**src/rtl/servo_pkg.sv**
```systemverilog
// Shared types and default timing constants for the servo PWM generator.
package servo_pkg;

  // Frame controller states.
  typedef enum logic [1:0] {
    ST_IDLE  = 2'd0,
    ST_RUN   = 2'd1,
    ST_DRAIN = 2'd2
  } state_t;

  // Width of the frame counter and of every high-time quantity.
  localparam int unsigned CNT_W = 20;

  // 50 MHz clock: 20 ms frame, 0.5 ms minimum pulse, 2.5 ms maximum pulse.
  localparam int unsigned DEF_PERIOD   = 1_000_000;
  localparam int unsigned DEF_MIN_HIGH = 25_000;
  localparam int unsigned DEF_MAX_HIGH = 125_000;

endpackage

```
**src/rtl/servo_clamp.sv**
```systemverilog
// Combinational saturation of a requested pulse width into [min, max].
// A request of zero is passed through as zero (servo switched off) and is
// not reported as clamped.
module servo_clamp
  import servo_pkg::*;
(
  input  logic [CNT_W-1:0] value,
  input  logic [CNT_W-1:0] min,
  input  logic [CNT_W-1:0] max,
  output logic [CNT_W-1:0] result,
  output logic             clamped
);

  // Choose the saturated width and flag whether it differs from the request.
  always_comb begin
    result  = value;
    clamped = 1'b0;
    if (value == '0) begin
      result  = '0;
      clamped = 1'b0;
    end else if (value < min) begin
      result  = min;
      clamped = 1'b1;
    end else if (value > max) begin
      result  = max;
      clamped = 1'b1;
    end
  end

endmodule

```
**src/rtl/servo_pwm.sv**
```systemverilog
// Servo pulse generator: back-to-back frames of PERIOD cycles, pulse width
// latched (and saturated) once per frame, graceful drain when en drops.
module servo_pwm
  import servo_pkg::*;
#(
  parameter int unsigned PERIOD   = DEF_PERIOD,
  parameter int unsigned MIN_HIGH = DEF_MIN_HIGH,
  parameter int unsigned MAX_HIGH = DEF_MAX_HIGH
) (
  input  logic             clk,
  input  logic             rst,
  input  logic             en,
  input  logic [CNT_W-1:0] fre_need,
  output logic             pwm_out,
  output logic             frame_start,
  output logic [CNT_W-1:0] fre_hold,
  output logic             clamped,
  output logic             busy
);

  // Reject parameter sets the counter or the clamp cannot honour.
  if (PERIOD < 1 || PERIOD > (2 ** CNT_W) || MIN_HIGH > MAX_HIGH || MAX_HIGH >= PERIOD) begin : g_bad_params
    $error("servo_pwm: illegal parameters, need MIN_HIGH <= MAX_HIGH < PERIOD <= 2**20");
  end

  localparam logic [CNT_W-1:0] LAST_CNT = CNT_W'(PERIOD - 1);
  localparam logic [CNT_W-1:0] MIN_V    = CNT_W'(MIN_HIGH);
  localparam logic [CNT_W-1:0] MAX_V    = CNT_W'(MAX_HIGH);

  state_t           r_state;
  state_t           w_state_nxt;
  logic [CNT_W-1:0] r_cnt;
  logic [CNT_W-1:0] w_cnt_nxt;
  logic             w_start;
  logic             w_last;
  logic [CNT_W-1:0] r_hold;
  logic [CNT_W-1:0] w_hold_nxt;
  logic             r_clamped;
  logic             w_clamped_nxt;
  logic             r_pwm;
  logic             w_pwm_nxt;
  logic             r_frame_start;
  logic [CNT_W-1:0] w_sat;
  logic             w_sat_clamped;

  // Saturated version of the current request; only used on frame starts.
  servo_clamp u_clamp (
    .value   (fre_need),
    .min     (MIN_V),
    .max     (MAX_V),
    .result  (w_sat),
    .clamped (w_sat_clamped)
  );

  assign w_last = (r_cnt == LAST_CNT);

  // Next state, next counter and next registered outputs.
  always_comb begin
    w_state_nxt = r_state;
    w_cnt_nxt   = '0;
    w_start     = 1'b0;
    case (r_state)
      ST_IDLE: begin
        if (en) begin
          w_state_nxt = ST_RUN;
          w_start     = 1'b1;
        end
      end
      ST_RUN, ST_DRAIN: begin
        if (w_last) begin
          // Frame boundary: continue only if still requested.
          if (en) begin
            w_state_nxt = ST_RUN;
            w_start     = 1'b1;
          end else begin
            w_state_nxt = ST_IDLE;
          end
        end else begin
          w_cnt_nxt   = r_cnt + CNT_W'(1);
          w_state_nxt = en ? ST_RUN : ST_DRAIN;
        end
      end
      default: w_state_nxt = ST_IDLE;
    endcase
    w_hold_nxt    = w_start ? w_sat : r_hold;
    w_clamped_nxt = w_start ? w_sat_clamped : r_clamped;
    w_pwm_nxt     = (w_state_nxt != ST_IDLE) && (w_cnt_nxt < w_hold_nxt);
  end

  // State, counter and output registers; reset overrides everything.
  always_ff @(posedge clk) begin
    if (rst) begin
      r_state       <= ST_IDLE;
      r_cnt         <= '0;
      r_hold        <= '0;
      r_clamped     <= 1'b0;
      r_pwm         <= 1'b0;
      r_frame_start <= 1'b0;
    end else begin
      r_state       <= w_state_nxt;
      r_cnt         <= w_cnt_nxt;
      r_hold        <= w_hold_nxt;
      r_clamped     <= w_clamped_nxt;
      r_pwm         <= w_pwm_nxt;
      r_frame_start <= w_start;
    end
  end

  assign pwm_out     = r_pwm;
  assign frame_start = r_frame_start;
  assign fre_hold    = r_hold;
  assign clamped     = r_clamped;
  assign busy        = (r_state != ST_IDLE);

endmodule

```
**config.mk**
```make
export PLATFORM = sky130hd
export DESIGN_NAME = servo_pwm
export DESIGN_NICKNAME = d
export VERILOG_FILES = /design/src/rtl/servo_pkg.sv /design/src/rtl/servo_clamp.sv /design/src/rtl/servo_pwm.sv
export SDC_FILE = /design/constraint.sdc
export NUM_CORES = 1
export LEC_CHECK = 0
export ABC_AREA = 1
export CORE_ASPECT_RATIO = 1.1
export CORE_MARGIN = 5
export CORE_UTILIZATION = 52
export CTS_CLUSTER_DIAMETER = 60
export DETAILED_ROUTE_END_ITERATION = 12
export PLACE_DENSITY = 0.88
export SLEW_MARGIN = 20
export SYNTH_ARGS = -nofsm -noshare
export SYNTH_HDL_FRONTEND = slang
export SYNTH_HIERARCHICAL = 1
export SYNTH_SLANG_ARGS = --single-unit
```
**constraint.sdc**
```tcl
create_clock -name clk -period 3.1 [get_ports clk]
set_clock_uncertainty 0.1 [all_clocks]
set_input_delay 0.62 -clock clk [delete_from_list [all_inputs] [get_ports clk]]
set_output_delay 0.62 -clock clk [all_outputs]
set_load 0.05 [all_outputs]
```
## After elaboration in Yosys (flattened, before gate mapping)

Cells that the tools add are included.

- Register bits: 45
- Output and inout bits: 24

- Add/sub/neg operators: 1
- $lt $le $gt $ge: 3
- Equality and inequality tests: 3
- Mux-type cells: 17
- Reduce and logical (&&, ||, !) cells: 6

Operators by type and width:

| cell | number |
|---|---|
| $mux 20 | 6 |
| $add 20x1->20 const B | 1 |
| $eq 20x20->1 const B | 1 |
| $gt 20x17->1 const B | 1 |
| $logic_not 20->1 | 1 |
| $lt 20x15->1 const B | 1 |
| $lt 20x20->1 | 1 |
| $mux 1 | 6 |
| $mux 2 | 3 |
| $pmux 2 s2 | 1 |
| $reduce_bool 2->1 | 2 |
| $eq 2x1->1 const B | 1 |
| $eq 2x2->1 const B | 1 |
| $logic_not 2->1 | 1 |
| $pmux 1 s2 | 1 |
| $reduce_or 2->1 | 1 |
| $logic_and 1x1->1 | 1 |

## Longest topological paths before layout

Gate-level depths: netlist of run 1.

- Depth in word-level cells: 7
- Mapped depth: 23
- Gate-level depth less buffers: 22

## Modules after synthesis

Netlist of run 1, hierarchy kept.

By module, submodules not included:

| module | times used | cells an instance | area each (um^2) | sequential area each (um^2) |
|---|---|---|---|---|
| servo_pwm | 1 | 311 | 2492.4 | 900.9 |
| servo_clamp | 1 | 336 | 1773.0 | 0.0 |

## Worst setup path before layout of run 1

No wires, ideal clock.

- Path kind: input to register
- From: input fre_need[19]
- To: register r_pwm (netlist: pwm_out)
- Data arrival time: 2868 ps
- Data required time: 2876 ps
- Slack: 8 ps
- Cell stages on the path: 17
- Buffers on the path: 1
- Cells stage by stage: ha_1 -> nand2_1 -> nor2_1 -> nand2_1 -> nor2_2 -> nand3_2 -> buf_2 -> a21oi_1 -> nor2_1 -> nor2_1 -> mux2i_1 -> ha_1 -> nand4_1 -> nor4_1 -> inv_1 -> nor4_1 -> a21oi_1

- Cells in the longest elaborated chain, start to end: 7
- Elaborated cells between the ends (all ways): 9

RTL lines:

| what | line | source |
|---|---|---|
| start: declaration | servo_pwm.sv:13 | `input logic [CNT_W-1:0] fre_need,` |
| $gt 20x17->1 | servo_clamp.sv:24 | `end else if (value > max) begin` |
| $mux 20 | servo_clamp.sv:24 |  |
| $mux 20 | servo_clamp.sv:21 | `end else if (value < min) begin` |
| $mux 20 (*) | servo_clamp.sv:18 | `if (value == '0) begin` |
| named net w_sat[19] | servo_pwm.sv:43 | `logic [CNT_W-1:0] w_sat;` |
| $mux 20 (*) | servo_pwm.sv:85 | `w_hold_nxt = w_start ? w_sat : r_hold;` |
| $lt 20x20->1 (*) | servo_pwm.sv:87 | `w_pwm_nxt = (w_state_nxt != ST_IDLE) && (w_cnt_nxt < w_hold_nxt);` |
| $logic_and 1x1->1 (*) | servo_pwm.sv:87 |  |
| end signal: assignment | servo_pwm.sv:104 | `r_pwm <= w_pwm_nxt;` |
| end: declaration | servo_pwm.sv:40 | `logic r_pwm;` |

The timed path passes the listed nets; every way through them passes the cells marked *.
A chain may end at the register's enable or synchronous reset.

## Worst setup path after layout of run 1

Same ends and word-level chain as after synthesis.

==> flow_summary.json, run 1 <==
{
  "multi_input_combinational_cell_area_mm2": 0.00397,
  "crit_chain": "buf_6 > ha_4 > a21oi_1 > o21ai_0 > a21oi_2 > nand3_4 > buf_16 > nand2_1 > nor2_1 > nor2_1 > mux2i_1 > ha_1 > nand2_2 > nor4_4 > inv_1 > nor4_4 > a21oi_2",
  "cts_htree_levels": 2,
  "layer_with_the_highest_usage_after_global_routing": "met2",
  "dpl_worst_slack_ps": -1070,
  "core-area_mm2": 0.00796,
  "worst-path-stages": 17,
  "failed_checks": "negative setup slack",
  "cp_max_fo": 5,
  "unrepaired_setup_endpoints_after_global_routing": "yes",
  "register_area_um2": 901,
  "synthesis.instances": 647,
  "worst_pin_slew_ps": 611,
  "met1_usage_pct": 30.4,
  "critical_path_data_required_time_ps": 3190,
  "design.die.area_mm2": 0.0101,
  "crit_path_start": "fre_need[19]",
  "ys_async_sr_fraction_pct": 0,
  "clkSinkCount": 45,
  "max_cap_viol_count": 0,
  "drt_iter0_markers": 708,
  "num-nets-final": 949,
  "final_antenna_net_count": 0,
  "postCtsHoldBufs": 0,
  "grt.total_usage_pct": 30.2,
  "arrival_ps": 4220,
  "yosys_warnings": 6,
  "hpwl_mm": 8.97,
  "use_met2_pct": 56.7,
  "total_leakage_power_nw": 3.42,
  "min_period_ps": 4120,
  "most_used_cells_in_the_layout_excluding_fill_and_tap_cells": "94 x inv_1, 89 x buf_4, 82 x nor2_1",
  "grt_start_max_net_pins": 45,
  "synth_top_cells_by_area": "dfxtp_1 21%, ha_1 18%, nor2_1 9.1%, nand2_1 9.0%, inv_1 8.7%",
  "avgRoutedWirePerCell_um": 22.8,
  "whs_ps": 379,
  "remaining_drc_errors": 0,
  "finalSetupViolCount": 3,
  "layoutNonFillerInstCount": 974,
  "maxSlewViolCount": 0,
  "slew_headroom_pct": 58.9,
  "layout.cells.most_common": "inv_1",
  "standard_cell_with_the_maximum_stage_delay_on_the_critical_path": "nor2_1",
  "postSynthAreaPerCell_um2": 6.59,
  "grt-ovfl-total": 0,
  "layout-drive-gt1-share_pct": 33.5,
  "timing.final.ws_setup_ps": -1020,
  "route.vias.total": 6020,
  "grt_first_pass_wirelength_mm": 24.5,
  "worst-r2r-setup-slack_ps": -450,
  "yosys.area.top_type": "dfxtp_1",
  "nFillCells": 353,
  "layout-area-overhead-vs-synth_pct": 63.7,
  "worst_r2r_endpoint": "pwm_out",
  "routed_wl_mm": 22.2,
  "drt-vias-per-instance": 6.18,
  "synth.cell_area_mm2": 0.00427,
  "io_pins": 47,
  "critical_path.endpoint_type": "flip-flop",
  "timing.critical_path.to": "pwm_out",
  "fraction_of_the_yosys_area_taken_by_sequential_cells_pct": 21.1,
  "antenna_found_initial": 0,
  "most_used_flip_flop_cell_after_synthesis": "dfxtp_1",
  "clk_root_buffer_cell": "clkbuf_8",
  "status": "complete, but fails checks",
  "reg2reg_depth": 18,
  "met3_usage_pct": 3.52,
  "worstSetupPathType": "in2reg",
  "drt_pass1_iterations": 6,
  "initial_core_util_pct": 53.6,
  "fraction_of_the_cycle_the_final_worst_path_needs_pct": 133,
  "worstPathBufferInverterCount": 3,
  "vdd_drop_max_v": 0.000252,
  "instance_count_after_placement_with_tap_cells_included": 913,
  "power_density_mw_per_mm2": 358,
  "die_w_um": 96.4,
  "timing.hold.worst.class": "reg2reg",
  "synth.ff_latch_count": 45,
  "gpl.final_weighted_congestion": 0.982,
  "clk_transition_reported_paths_ps": 90,
  "critical-path-max-stage-delay_ps": 420,
  "rows": 34,
  "placement.io_buffers": 46,
  "clockBufferDepth": 2,
  "post-synth-top-area-fraction_pct": 21.1,
  "vias_in_the_first_global_route": 5399,
  "fp.dieH_um": 105,
  "cts_buffers": 5,
  "antenna_cell_count": 0,
  "ys_types": 40,
  "synth_enable_flop_cells": 0,
  "tritoncts_clock_tree": "built",
  "clk_latency_ps": 310,
  "timing.final.hold_violations": 0,
  "path_delay_family": "simple AND/OR/NAND/NOR gates",
  "r2r_start": "r_cnt[1]",
  "fmaxAchievable_mhz": 243,
  "worstSetupStartpointType": "input port"
}
## metrics by stage
step | util (%) | TNS [ps] | total power, W | instance area (µm²)
2_1_floorplan | - | 0 | 0.00113 | 4560
3_3_place_gp | 69.3 | -2020 | 0.00139 | 5510
3_5_place_dp | 69.3 | -3760 | 0.00142 | 5510
4_1_cts | 79.1 | -196 | 0.00210 | 6300
5_1_grt | 87.8 | -1300 | 0.00256 | 6980
6_report | 87.8 | -1370 | 0.00250 | 6980
## report_power, final
| group | leakage, nW | internal [W] | total, W | switching, W |
|---|---|---|---|---|
| Sequential | 0.365 | 0.000608 | 0.000632 | 0.0000243 |
| Combinational | 2.99 | 0.000550 | 0.00132 | 0.000773 |
| Clock | 0.0681 | 0.000321 | 0.000549 | 0.000228 |
| Total | 3.42 | 0.00148 | 0.00250 | 0.00102 |
## area by class of cell
type	count	area share, %
clock buffers	5	0.985
clock inverters	3	0.932
repair buffers	154	20.7
well taps	108	1.94
multi-input cells	553	56.8
flip-flops and latches	45	12.9
inverters	106	5.72
## per-layer routing
layer | up-vias | share of wire [%]
met1 | 2667 | 31
li1 | 2458 | -
met3 | 288 | 10
met5 | - | 0
met4 | 0 | 13
met2 | 607 | 46
## worst min path at each step
stage	from	end	slack, ps	cells past startpoint
finish	clamped	clamped	380	2
global route	clamped	clamped	420	2
CTS	clamped	clamped	370	2
detailed placement	clamped	clamped	360	2
global placement	clamped	clamped	350	2
floorplan	r_cnt[0]	r_cnt[0]	410	3
## sequential cells by signal, indices dropped and copies added, names as in the netlist
name	flops
fre_hold	20
r_cnt	20
r_state	2
clamped	1
frame_start	1
pwm_out	1
## what timing repair did
| action | CTS | global route |
|---|---|---|
| pin swaps | 62 | 66 |
| buffers inserted | 22 | 26 |
| gates resized for setup | 162 | 103 |
| gates cloned | 4 | 3 |
| setup endpoints to repair | 2 | 2 |
## logic make-up (layout without fill, tap and decap cells)
kind of cell / Yosys count / after routing / synth area share (%)
XOR/XNOR: 8 / 8 / 1.64
flip-flops: 45 / 45 / 21.1
other: 2 / 80 / 0.176
AND/OR/NAND/NOR: 300 / 302 / 32.0
buffers and inverters: 129 / 268 / 12.2
AO/OA/AOI/OAI: 83 / 83 / 10.5
adder cells (fa/ha/maj): 61 / 61 / 17.9
multiplexers: 19 / 19 / 4.46
## Yosys cell counts (9+ instances only)
master,n
nand2_1,102
inv_1,99
o21ai_0,28
a21oi_1,45
nor2_1,103
mux2i_1,19
dfxtp_1,45
nand4_1,11
nand3_1,35
clkbuf_1,9
nor3_1,14
ha_1,61
## worst reg2reg max path: stages (launching register included)
cell and delay (ps):
dfxtp_1 360, ha_1 210, nand3_2 110, inv_2 90, nand2_2 70, nor2_4 110, nand3_2 90, inv_2 80
nand3_1 120, nor2_2 190, nand2_1 90, xor2_1 250, nor2_1 100, ha_1 300, nand4_1 180, nor4_4 400
inv_1 150, nor4_4 340, a21oi_2 90
Note: power is estimated with default switching activity, not from simulation.
==> run 2: changes to the inputs <==
Settings changed: SLEW_MARGIN 20 to 10.
==> results of run 2 <==
Final layout, timing and power as in run 1 (identical DEF).
